[config.mk]
export PLATFORM = sky130hd
export DESIGN_NAME = ddr_cmd_arbiter
export DESIGN_NICKNAME = d
export VERILOG_FILES = /design/src/rtl/ddr_cmd_arbiter.sv
export SDC_FILE = /design/constraint.sdc
export NUM_CORES = 1
export LEC_CHECK = 0
export CORE_MARGIN = 2
export CORE_UTILIZATION = 44
export CTS_CLUSTER_DIAMETER = 60
export DETAILED_ROUTE_END_ITERATION = 10
export PLACE_DENSITY = 0.87
export SETUP_SLACK_MARGIN = 0.3
export SYNTH_ARGS = -nofsm -noshare
export SYNTH_HDL_FRONTEND = slang
export SYNTH_SLANG_ARGS = --single-unit
[constraint.sdc]
create_clock -name clk -period 4.13 [get_ports clk]
set_input_delay 0.6195 -clock clk [delete_from_list [all_inputs] [get_ports clk]]
set_output_delay 0.6195 -clock clk [all_outputs]
set_load 0.1 [all_outputs]
[src/rtl/ddr_cmd_arbiter.sv]
// ddr_cmd_arbiter
//   Round-robin arbiter between the write client (camera frame writer) and
//   the read client (HDR fetch engine). It is the only driver of the DDR
//   command FSM's cmd/cmd_valid inputs. It keeps one command outstanding at a
//   time, gates every issue on fsm_busy, and tracks the command until the FSM
//   returns to idle.
//
// Ports
//   clk, rst              system clock, asynchronous active-high reset
//   init_done             memory initialisation complete (gates issuing)
//   wr_req/wr_addr        write client request and address
//   wr_grant/wr_done      write request latched / write command completed
//   rd_req/rd_addr        read client request and address
//   rd_grant/rd_done      read request latched / read command completed
//   cmd/cmd_valid         command code and strobe to the command FSM
//   cmd_addr              latched address of the in-flight command
//   fsm_busy              busy output of the command FSM
//   retry_cnt             saturating count of acknowledge-timeout re-issues
module ddr_cmd_arbiter #(
  parameter int ADDR_W      = 23,
  parameter bit AUTO_PRE    = 1'b1,
  parameter int ACK_TIMEOUT = 4
) (
  input  logic              clk,
  input  logic              rst,
  input  logic              init_done,
  input  logic              wr_req,
  input  logic [ADDR_W-1:0] wr_addr,
  output logic              wr_grant,
  output logic              wr_done,
  input  logic              rd_req,
  input  logic [ADDR_W-1:0] rd_addr,
  output logic              rd_grant,
  output logic              rd_done,
  output logic [3:0]        cmd,
  output logic              cmd_valid,
  output logic [ADDR_W-1:0] cmd_addr,
  input  logic              fsm_busy,
  output logic [7:0]        retry_cnt
);

  localparam logic [3:0] CMD_RD = AUTO_PRE ? 4'b0011 : 4'b0001;
  localparam logic [3:0] CMD_WR = AUTO_PRE ? 4'b0100 : 4'b0010;

  // The timeout counter is loaded with ACK_TIMEOUT-1 in the strobe cycle, so
  // the block spends ACK_TIMEOUT cycles in WAIT_ACK before giving up.
  localparam int              TMO_W    = (ACK_TIMEOUT > 1) ? $clog2(ACK_TIMEOUT) : 1;
  localparam logic [TMO_W-1:0] TMO_LOAD = TMO_W'(ACK_TIMEOUT - 1);

  typedef enum logic [1:0] {
    ST_IDLE      = 2'd0,
    ST_ISSUE     = 2'd1,
    ST_WAIT_ACK  = 2'd2,
    ST_WAIT_DONE = 2'd3
  } state_t;

  state_t            state_r, state_s;
  logic              prio_wr_r, prio_wr_s;   // 1: write client wins a tie
  logic              is_wr_r, is_wr_s;       // type of the in-flight command
  logic [3:0]        cmd_r, cmd_s;
  logic [ADDR_W-1:0] cmd_addr_r, cmd_addr_s;
  logic              cmd_valid_r, cmd_valid_s;
  logic              wr_grant_r, wr_grant_s;
  logic              rd_grant_r, rd_grant_s;
  logic              wr_done_r, wr_done_s;
  logic              rd_done_r, rd_done_s;
  logic [TMO_W-1:0]  tmo_cnt_r, tmo_cnt_s;
  logic [7:0]        retry_cnt_r, retry_cnt_s;
  logic              pick_wr_s;

  // Next-state and next-output logic of the arbitration FSM.
  always_comb begin
    state_s     = state_r;
    prio_wr_s   = prio_wr_r;
    is_wr_s     = is_wr_r;
    cmd_s       = cmd_r;
    cmd_addr_s  = cmd_addr_r;
    cmd_valid_s = 1'b0;
    wr_grant_s  = 1'b0;
    rd_grant_s  = 1'b0;
    wr_done_s   = 1'b0;
    rd_done_s   = 1'b0;
    tmo_cnt_s   = tmo_cnt_r;
    retry_cnt_s = retry_cnt_r;
    // Write wins when it is the only requester or when it holds priority.
    pick_wr_s   = wr_req && (!rd_req || prio_wr_r);

    case (state_r)
      ST_IDLE: begin
        if (init_done && (wr_req || rd_req)) begin
          if (pick_wr_s) begin
            wr_grant_s = 1'b1;
            is_wr_s    = 1'b1;
            cmd_s      = CMD_WR;
            cmd_addr_s = wr_addr;
            prio_wr_s  = 1'b0;
          end else begin
            rd_grant_s = 1'b1;
            is_wr_s    = 1'b0;
            cmd_s      = CMD_RD;
            cmd_addr_s = rd_addr;
            prio_wr_s  = 1'b1;
          end
          state_s = ST_ISSUE;
        end else begin
          state_s = ST_IDLE;
        end
      end

      ST_ISSUE: begin
        // Only strobe while busy is low: that covers the FSM's pre-refresh
        // window, in which it raises busy early.
        if (init_done && !fsm_busy) begin
          cmd_valid_s = 1'b1;
          tmo_cnt_s   = TMO_LOAD;
          state_s     = ST_WAIT_ACK;
        end else begin
          state_s = ST_ISSUE;
        end
      end

      ST_WAIT_ACK: begin
        if (fsm_busy) begin
          state_s = ST_WAIT_DONE;
        end else if (tmo_cnt_r == {TMO_W{1'b0}}) begin
          // Strobe was not taken: re-issue the same cmd/cmd_addr.
          if (retry_cnt_r != 8'hFF) begin
            retry_cnt_s = retry_cnt_r + 8'd1;
          end else begin
            retry_cnt_s = retry_cnt_r;
          end
          state_s = ST_ISSUE;
        end else begin
          tmo_cnt_s = tmo_cnt_r - TMO_W'(1'b1);
          state_s   = ST_WAIT_ACK;
        end
      end

      ST_WAIT_DONE: begin
        if (!fsm_busy) begin
          if (is_wr_r) begin
            wr_done_s = 1'b1;
          end else begin
            rd_done_s = 1'b1;
          end
          state_s = ST_IDLE;
        end else begin
          state_s = ST_WAIT_DONE;
        end
      end

      default: begin
        state_s = ST_IDLE;
      end
    endcase
  end

  // State and output registers; reset abandons any in-flight command.
  always_ff @(posedge clk or posedge rst) begin
    if (rst) begin
      state_r     <= ST_IDLE;
      prio_wr_r   <= 1'b1;
      is_wr_r     <= 1'b0;
      cmd_r       <= 4'b0000;
      cmd_addr_r  <= {ADDR_W{1'b0}};
      cmd_valid_r <= 1'b0;
      wr_grant_r  <= 1'b0;
      rd_grant_r  <= 1'b0;
      wr_done_r   <= 1'b0;
      rd_done_r   <= 1'b0;
      tmo_cnt_r   <= {TMO_W{1'b0}};
      retry_cnt_r <= 8'd0;
    end else begin
      state_r     <= state_s;
      prio_wr_r   <= prio_wr_s;
      is_wr_r     <= is_wr_s;
      cmd_r       <= cmd_s;
      cmd_addr_r  <= cmd_addr_s;
      cmd_valid_r <= cmd_valid_s;
      wr_grant_r  <= wr_grant_s;
      rd_grant_r  <= rd_grant_s;
      wr_done_r   <= wr_done_s;
      rd_done_r   <= rd_done_s;
      tmo_cnt_r   <= tmo_cnt_s;
      retry_cnt_r <= retry_cnt_s;
    end
  end

  assign wr_grant  = wr_grant_r;
  assign rd_grant  = rd_grant_r;
  assign wr_done   = wr_done_r;
  assign rd_done   = rd_done_r;
  assign cmd       = cmd_r;
  assign cmd_valid = cmd_valid_r;
  assign cmd_addr  = cmd_addr_r;
  assign retry_cnt = retry_cnt_r;

endmodule

==> flow_metrics.env, run 1 <==
export IMPL_power_frac_clock=0.138
export IMPL_static_leakage_power_nw=1.358
export IMPL_critPathMaxFanout=8
export IMPL_hp_class="reg2reg"
export IMPL_synth_yosys_seq_area_share=0.5419
export IMPL_finalCritPeriodShare=0.6235
export IMPL_number_of_nets_with_antenna_violations_after_routing=0
export IMPL_postSynth_topFlopCell="sky130_fd_sc_hd__dfrtp_1"
export IMPL_post_synth_instance_area_mm2=0.001988
export IMPL_final_hold_violation_count=0
export IMPL_worst_r2r_endpoint="cmd_addr[9]"
export IMPL_synthCells=187
export IMPL_worstReg2RegStart="prio_wr_r"
export IMPL_areaGrowthSynthToFinish_pct=52.93
export IMPL_start_util=0.4566
export IMPL_cts_max_level=2
export IMPL_drt_pass1_iter_count=4
export IMPL_routed_wire_length_per_instance_um=13.36
export IMPL_antenna_cells_inserted=0
export IMPL_placement_io_buffers=90
export IMPL_finalWorstPathRequiredPeriod_ns=2.575
export IMPL_grt_overflow=0
export IMPL_final_net_count=330
export IMPL_grt_first_pass_wirelength_um=7141
export IMPL_power_density_mw_per_mm2=885.6
export IMPL_sequential_power_share=0.253
export IMPL_floorplan_core_area_mm2=0.004354
export IMPL_timing_clock_skew_ns=0.005013
export IMPL_achievable_frequency_mhz=388.3
export IMPL_yosysWarnings=0
export IMPL_die_h_um=71.22
export IMPL_pin_count_of_the_biggest_net_entering_global_routing=50
export IMPL_synth_top_cell_area_share=0.5286
export IMPL_drcViolationCount=0
export IMPL_asyncSetResetFlopFracSynth=1.000
export IMPL_antenna_found_initial=0
export IMPL_netlist_top_cell_by_area="sky130_fd_sc_hd__dfrtp_1"
export IMPL_grt_pass1_vias=1568
export IMPL_worstPathCellList="clkdlybuf4s50_1"
export IMPL_globalRouteTotalUtil=0.1763
export IMPL_worstSetupPathDepth=1
export IMPL_min_from="is_wr_r"
export IMPL_cts_repair_timing_setup_buffer_count=0
export IMPL_synth_top_cells_by_area="sky130_fd_sc_hd__dfrtp_1 53%, sky130_fd_sc_hd__mux2i_1 12%, sky130_fd_sc_hd__nor2_1 6.8%"
export IMPL_timing_critical_path_slowest_stage_cell="sky130_fd_sc_hd__clkdlybuf4s50_1"
export IMPL_synth_top_cells_by_count="42 x sky130_fd_sc_hd__dfrtp_1, 36 x sky130_fd_sc_hd__nor2_1, 26 x sky130_fd_sc_hd__a21oi_1, 24 x sky130_fd_sc_hd__mux2i_1, 6 x sky130_fd_sc_hd__nand2_1"
export IMPL_synth_fp_nets=241
export IMPL_run_status="finished, final reports clean"
export IMPL_post_synth_cell_area_avg_um2=10.63
export IMPL_cts_num_sinks=43
export IMPL_regToRegSetupSlack_ns=2.43
export IMPL_combPwrFrac=0.609
export IMPL_count_of_buffering_cells_on_the_critical_path_with_inverters_included=1
export IMPL_std_cell_rows=24
export IMPL_cap_viol_max_count=0
export IMPL_worst_skew_pair_late_latency_ns=0.28
export IMPL_slew_headroom=0.3325
export IMPL_detailroute_via_count=1660
export IMPL_number_of_enable_type_register_cells_in_the_synthesized_netlist=0
export IMPL_via_per_inst=5.046
export IMPL_tritoncts="done"
export IMPL_die_w_um=71.22
export IMPL_ff2ff_path_depth=3
export IMPL_postLayoutCoreUtil=0.6983
export IMPL_setup_tns_ns=0
export IMPL_power_report_internal_total_mw=1.212
export IMPL_max_clock_path_buffers=2
export IMPL_cts_clk_slew_worst_paths_ns=0.08
export IMPL_slowest_stage_delay_on_critical_path_ns=1.19
export IMPL_finalSetupViolCount=0
export IMPL_drt_iter0_drc=115
export IMPL_routed_wl_um=4396
export IMPL_drive_gt1_frac=0.06498
export IMPL_hpwl_um=3287
export IMPL_yosysMostFrequentCell="sky130_fd_sc_hd__dfrtp_1"
export IMPL_timing_worst_setup_path_type="reg2out"
export IMPL_power_switching_mw=1.480
export IMPL_gp_routability_congestion=0.8342
export IMPL_ys_ff_latch=43
export IMPL_cp_endpoint="retry_cnt[2]"
export IMPL_floorplan_io_pins=92
export IMPL_fp_dieArea_mm2=0.005072
export IMPL_rsz_0062_raised_after_global_routing="false"
export IMPL_arrival_worst_endpoint_ns=1.96
export IMPL_cts_buffers=5
export IMPL_critPathTopFamily="buffers and inverters"
export IMPL_yosysUniqueCellTypes=38
export IMPL_switching_share=0.5497
export IMPL_post_cts_resize_count=0
export IMPL_report_final_slew_viol_count=0
export IMPL_cts_hold_buf=0
export IMPL_worst_pin_slew_ns=0.9975
export IMPL_critical_path_endpoint_type="output pin"
export IMPL_critical_path_required_ns=3.51
export IMPL_vdd_ir_drop_max_mv=0.5180
export IMPL_crit_path_start="retry_cnt[2]"
export IMPL_clk_root_buffer_cell="sky130_fd_sc_hd__clkbuf_8"
export IMPL_timing_critical_path_from_type="flip-flop"
==> worst min-delay path by stage <==
stage,end,slack [ns],cells past startpoint
global placement,tmo_cnt_r[0],0.46,1
finish,rd_done,0.48,1
floorplan,rd_done,0.44,1
CTS,rd_done,0.48,1
global route,tmo_cnt_r[0],0.50,1
detailed placement,rd_done,0.47,1
==> logic make-up (layout without fill, tap and decap cells) <==
| group | count (synthesis) | in the layout | synth area share |
|---|---|---|---|
| adders and majority gates | 2 | 2 | 0.01258 |
| and+or+nand+nor | 60 | 60 | 0.1473 |
| DFF | 43 | 43 | 0.5419 |
| other | 1 | 1 | 0.001886 |
| xor gates and xnor gates | 3 | 3 | 0.01322 |
| buffers and inverters | 15 | 105 | 0.04342 |
| muxes | 27 | 27 | 0.1397 |
| AOI/OAI and AO/OA | 36 | 36 | 0.1001 |
==> per-layer routing <==
layer  GRT usage  routed length (um)  up-vias  share of wire
met2      0.2881                2183       63           0.50
li1            -                   -      813              -
met4     0.05031                  48        0          0.011
met5           0                   0        -              0
met1      0.2344                1894      778           0.43
met3     0.04501                 270        6          0.061
==> stage by stage <==
stage          power (mW)  hold slack (ns)  instances  setup WS (ns)  cell area [um^2]
6_report            2.693           0.4752        329          1.555              3040
5_1_grt             2.808           0.5048        329          1.493              3040
4_1_cts             2.716           0.4812        329          1.545              3040
3_5_place_dp        2.337           0.4698        321          1.618              2908
3_3_place_gp        2.307           0.4563        321          1.647              2908
2_1_floorplan       1.943           0.4368        187          1.983              1988
==> worst register-to-register path, cell delays in order, from the launching register on <==
cell                      delay (ns)
sky130_fd_sc_hd__dfstp_2        0.39
sky130_fd_sc_hd__o21ai_4        0.76
sky130_fd_sc_hd__mux2i_1        0.32
sky130_fd_sc_hd__a21oi_1        0.09
==> layout make-up <==
class / count / area (um^2)
Sequential cell: 43 / 1077
Clock inverter: 2 / 60.06
Inverter: 5 / 18.77
Timing Repair Buffer: 92 / 915.9
Fill cell: 322 / 1314
Tap cell: 52 / 65.06
Multi-Input combinational cell: 129 / 830.8
Clock buffer: 6 / 72.57
==> flip-flops by register name, indices dropped and copies added, names as in the netlist <==
signal and count:
tmo_cnt_r 2, wr_grant 1, retry_cnt 8, wr_done 1, state_r 2, prio_wr_r 1, is_wr_r 1, cmd_valid 1
rd_done 1, cmd_addr 23, cmd 1, rd_grant 1
==> power by group through the flow <==
stage                     sequential [mW]  combinational (mW)  clock, mW
after floorplan                      1.60               0.347          0
after global placement              0.683                1.62          0
after detailed placement            0.689                1.65          0
after CTS                           0.684                1.65      0.383
after global routing                0.702                1.70      0.405
final                               0.682                1.64      0.372
==> cells in the final DEF, fill, tap and decap left out, types with 2 or more instances in the layout <==
| cell | count |
|---|---|
| sky130_fd_sc_hd__and3_1 | 2 |
| sky130_fd_sc_hd__a21oi_1 | 26 |
| sky130_fd_sc_hd__ha_1 | 2 |
| sky130_fd_sc_hd__dfrtp_1 | 42 |
| sky130_fd_sc_hd__inv_1 | 4 |
| sky130_fd_sc_hd__clkdlybuf4s50_1 | 90 |
| sky130_fd_sc_hd__mux2i_1 | 24 |
| sky130_fd_sc_hd__nor2_1 | 36 |
| sky130_fd_sc_hd__nand4_1 | 2 |
| sky130_fd_sc_hd__nand2_1 | 6 |
| sky130_fd_sc_hd__buf_4 | 2 |
| sky130_fd_sc_hd__o21ai_0 | 5 |
| sky130_fd_sc_hd__clkbuf_8 | 5 |
| sky130_fd_sc_hd__nor3_1 | 2 |
| sky130_fd_sc_hd__xor2_1 | 2 |
| sky130_fd_sc_hd__nor2b_1 | 2 |
| sky130_fd_sc_hd__bufinv_16 | 2 |
Power figures use the tool's default switching activity.
==> inputs of run 2 (changes only) <==
--- a/config.mk
+++ b/config.mk
@@ -6,10 +6,10 @@
 export NUM_CORES = 1
 export LEC_CHECK = 0
 export CORE_MARGIN = 2
-export CORE_UTILIZATION = 44
+export CORE_UTILIZATION = 41
 export CTS_CLUSTER_DIAMETER = 60
 export DETAILED_ROUTE_END_ITERATION = 10
-export PLACE_DENSITY = 0.87
+export PLACE_DENSITY = 0.82
 export SETUP_SLACK_MARGIN = 0.3
 export SYNTH_ARGS = -nofsm -noshare
 export SYNTH_HDL_FRONTEND = slang
==> constraint.sdc (replaced) <==
create_clock -name clk -period 2.6 [get_ports clk]
set_input_delay 0.39 -clock clk [delete_from_list [all_inputs] [get_ports clk]]
set_output_delay 0.39 -clock clk [all_outputs]
set_load 0.1 [all_outputs]
==> flow_metrics.env, run 2 (synthesis results as in run 1) <==
export IMPL_run_status="finished, final reports clean"
export IMPL_cts_max_level=2
export IMPL_drcViolationCount=0
export IMPL_worstSetupPathDepth=6
export IMPL_cts_buffers=5
export IMPL_mostFrequentLayoutCells="51 x sky130_fd_sc_hd__clkdlybuf4s50_1, 43 x sky130_fd_sc_hd__buf_4, 42 x sky130_fd_sc_hd__dfrtp_1"
export IMPL_grtUsageMet1=0.2137
export IMPL_floorplan_core_area_mm2=0.004692
export IMPL_rsz_0062_raised_after_global_routing="false"
export IMPL_cts_hold_buf=0
export IMPL_timing_worst_setup_path_type="reg2reg"
export IMPL_slew_headroom=0.5307
export IMPL_tritoncts="done"
export IMPL_report_final_slew_viol_count=0
export IMPL_worstReg2RegStart="tmo_cnt_r[0]"
export IMPL_areaGrowthSynthToFinish_pct=47.26
export IMPL_fp_dieArea_mm2=0.005422
export IMPL_slowest_stage_delay_on_critical_path_ns=0.40
export IMPL_count_of_buffering_cells_on_the_critical_path_with_inverters_included=1
export IMPL_post_cts_resize_count=0
export IMPL_globalRouteTotalUtil=0.1649
export IMPL_achievable_frequency_mhz=596.2
export IMPL_worst_r2r_endpoint="retry_cnt[5]"
export IMPL_floorplan_io_pins=92
export IMPL_routed_wl_um=4314
export IMPL_number_of_nets_with_antenna_violations_after_routing=0
export IMPL_max_clock_path_buffers=2
export IMPL_global_routing_met2_resource_utilization=0.2728
export IMPL_layout_cells_most_common="sky130_fd_sc_hd__clkdlybuf4s50_1"
export IMPL_cts_clk_slew_worst_paths_ns=0.08
export IMPL_hp_class="in2async"
export IMPL_die_h_um=73.64
export IMPL_cts_repair_timing_setup_buffer_count=0
export IMPL_cts_num_sinks=43
export IMPL_clk_root_buffer_cell="sky130_fd_sc_hd__clkbuf_8"
export IMPL_detailroute_via_count=1640
export IMPL_timing_critical_path_slowest_stage_cell="sky130_fd_sc_hd__dfrtp_1"
export IMPL_critical_path_endpoint_type="flip-flop"
export IMPL_grt_first_pass_wirelength_um=6962
export IMPL_antenna_cells_inserted=0
export IMPL_grt_pass1_vias=1565
export IMPL_worst_skew_pair_late_latency_ns=0.29
export IMPL_arrival_worst_endpoint_ns=1.85
export IMPL_finalWorstPathRequiredPeriod_ns=1.677
export IMPL_worstPathCellList="inv_1, ha_1, and4bb_2, nand4_2, nor2_2, mux2_4"
export IMPL_pin_count_of_the_biggest_net_entering_global_routing=50
export IMPL_critPathMaxFanout=5
export IMPL_gp_routability_congestion=0.7543
export IMPL_setup_tns_ns=0
export IMPL_cap_viol_max_count=0
export IMPL_timing_critical_path_from_type="flip-flop"
export IMPL_start_util=0.4237
export IMPL_gr_usage_met3=0.03704
export IMPL_std_cell_rows=25
export IMPL_critPathTopFamily="simple AND/OR/NAND/NOR gates"
export IMPL_cp_endpoint="retry_cnt[5]"
export IMPL_grt_overflow=0
export IMPL_final_net_count=332
export IMPL_placement_io_buffers=90
export IMPL_regToRegSetupSlack_ns=0.92
export IMPL_critical_path_required_ns=2.77
export IMPL_drt_pass1_iter_count=4
export IMPL_ff2ff_path_depth=6
export IMPL_die_w_um=73.64
export IMPL_antenna_found_initial=0
export IMPL_finalSetupViolCount=0
export IMPL_finalCritPeriodShare=0.6451
export IMPL_largest_reg_flops=23
export IMPL_filler_cell_count=401
export IMPL_via_per_inst=4.925
export IMPL_final_hold_worst_slack_ns=0.4300
export IMPL_crit_path_start="tmo_cnt_r[0]"
export IMPL_worst_pin_slew_ns=0.6997
export IMPL_grt_most_used_layer="met2"
export IMPL_drt_iter0_drc=61
export IMPL_hpwl_um=3252
export IMPL_timing_clock_skew_ns=0.005550
export IMPL_final_hold_violation_count=0
export IMPL_drive_gt1_frac=0.2115
export IMPL_routed_wire_length_per_instance_um=12.95
run 2: cell types whose count changed in the layout (fill, tap and decap cells not counted), sizes merged:
| cell | delta |
|---|---|
| bufinv | -2 |
| clkdlybuf4s50 | -39 |
| clkbuf | +2 |
| buf | +41 |
run 2: cell type report:
type                       count  area (um^2)  share of cell area
timing repair buffer          94        833.3              0.2846
sequential                    43         1077              0.3679
multi-input combinational    129        830.8              0.2838
tap                           54        67.56             0.02308
inverter                       5        18.77            0.006410
clock buffer                   8        100.1             0.03419
run 2: how the worst min path moves through the flow:
stage                 startpoint           end  slack [ns]  cells after the start
finish                       rst  cmd_addr[10]        0.43                      2
global route             is_wr_r       rd_done        0.50                      1
detailed placement  tmo_cnt_r[0]  tmo_cnt_r[0]        0.47                      1
CTS                          rst  retry_cnt[6]        0.45                      2
floorplan                is_wr_r       rd_done        0.44                      1
global placement    tmo_cnt_r[0]  tmo_cnt_r[0]        0.46                      1
run 2: per-stage QoR:
stage / worst slack (ns) / cells / area, um^2 / util
floorplan: 0.4526 / 187 / 1988 / -
global placement: 0.6402 / 325 / 2828 / 0.6027
detailed placement: 0.6148 / 325 / 2828 / 0.6027
CTS: 0.9205 / 333 / 2928 / 0.6240
global route: 0.8150 / 333 / 2928 / 0.6240
finish: 0.9228 / 333 / 2928 / 0.6240
run 2: layer usage:
layer | share of wire | vias up | wire [um]
met5 | 0 | - | 0
met4 | 0.0039 | 0 | 17
li1 | - | 816 | -
met3 | 0.067 | 2 | 288
met2 | 0.51 | 52 | 2182
met1 | 0.42 | 770 | 1826
Power of run 2 is left out: the tool's default activity adds up to more than one toggle a clock period on the data nets, which glitch-free logic cannot reach.
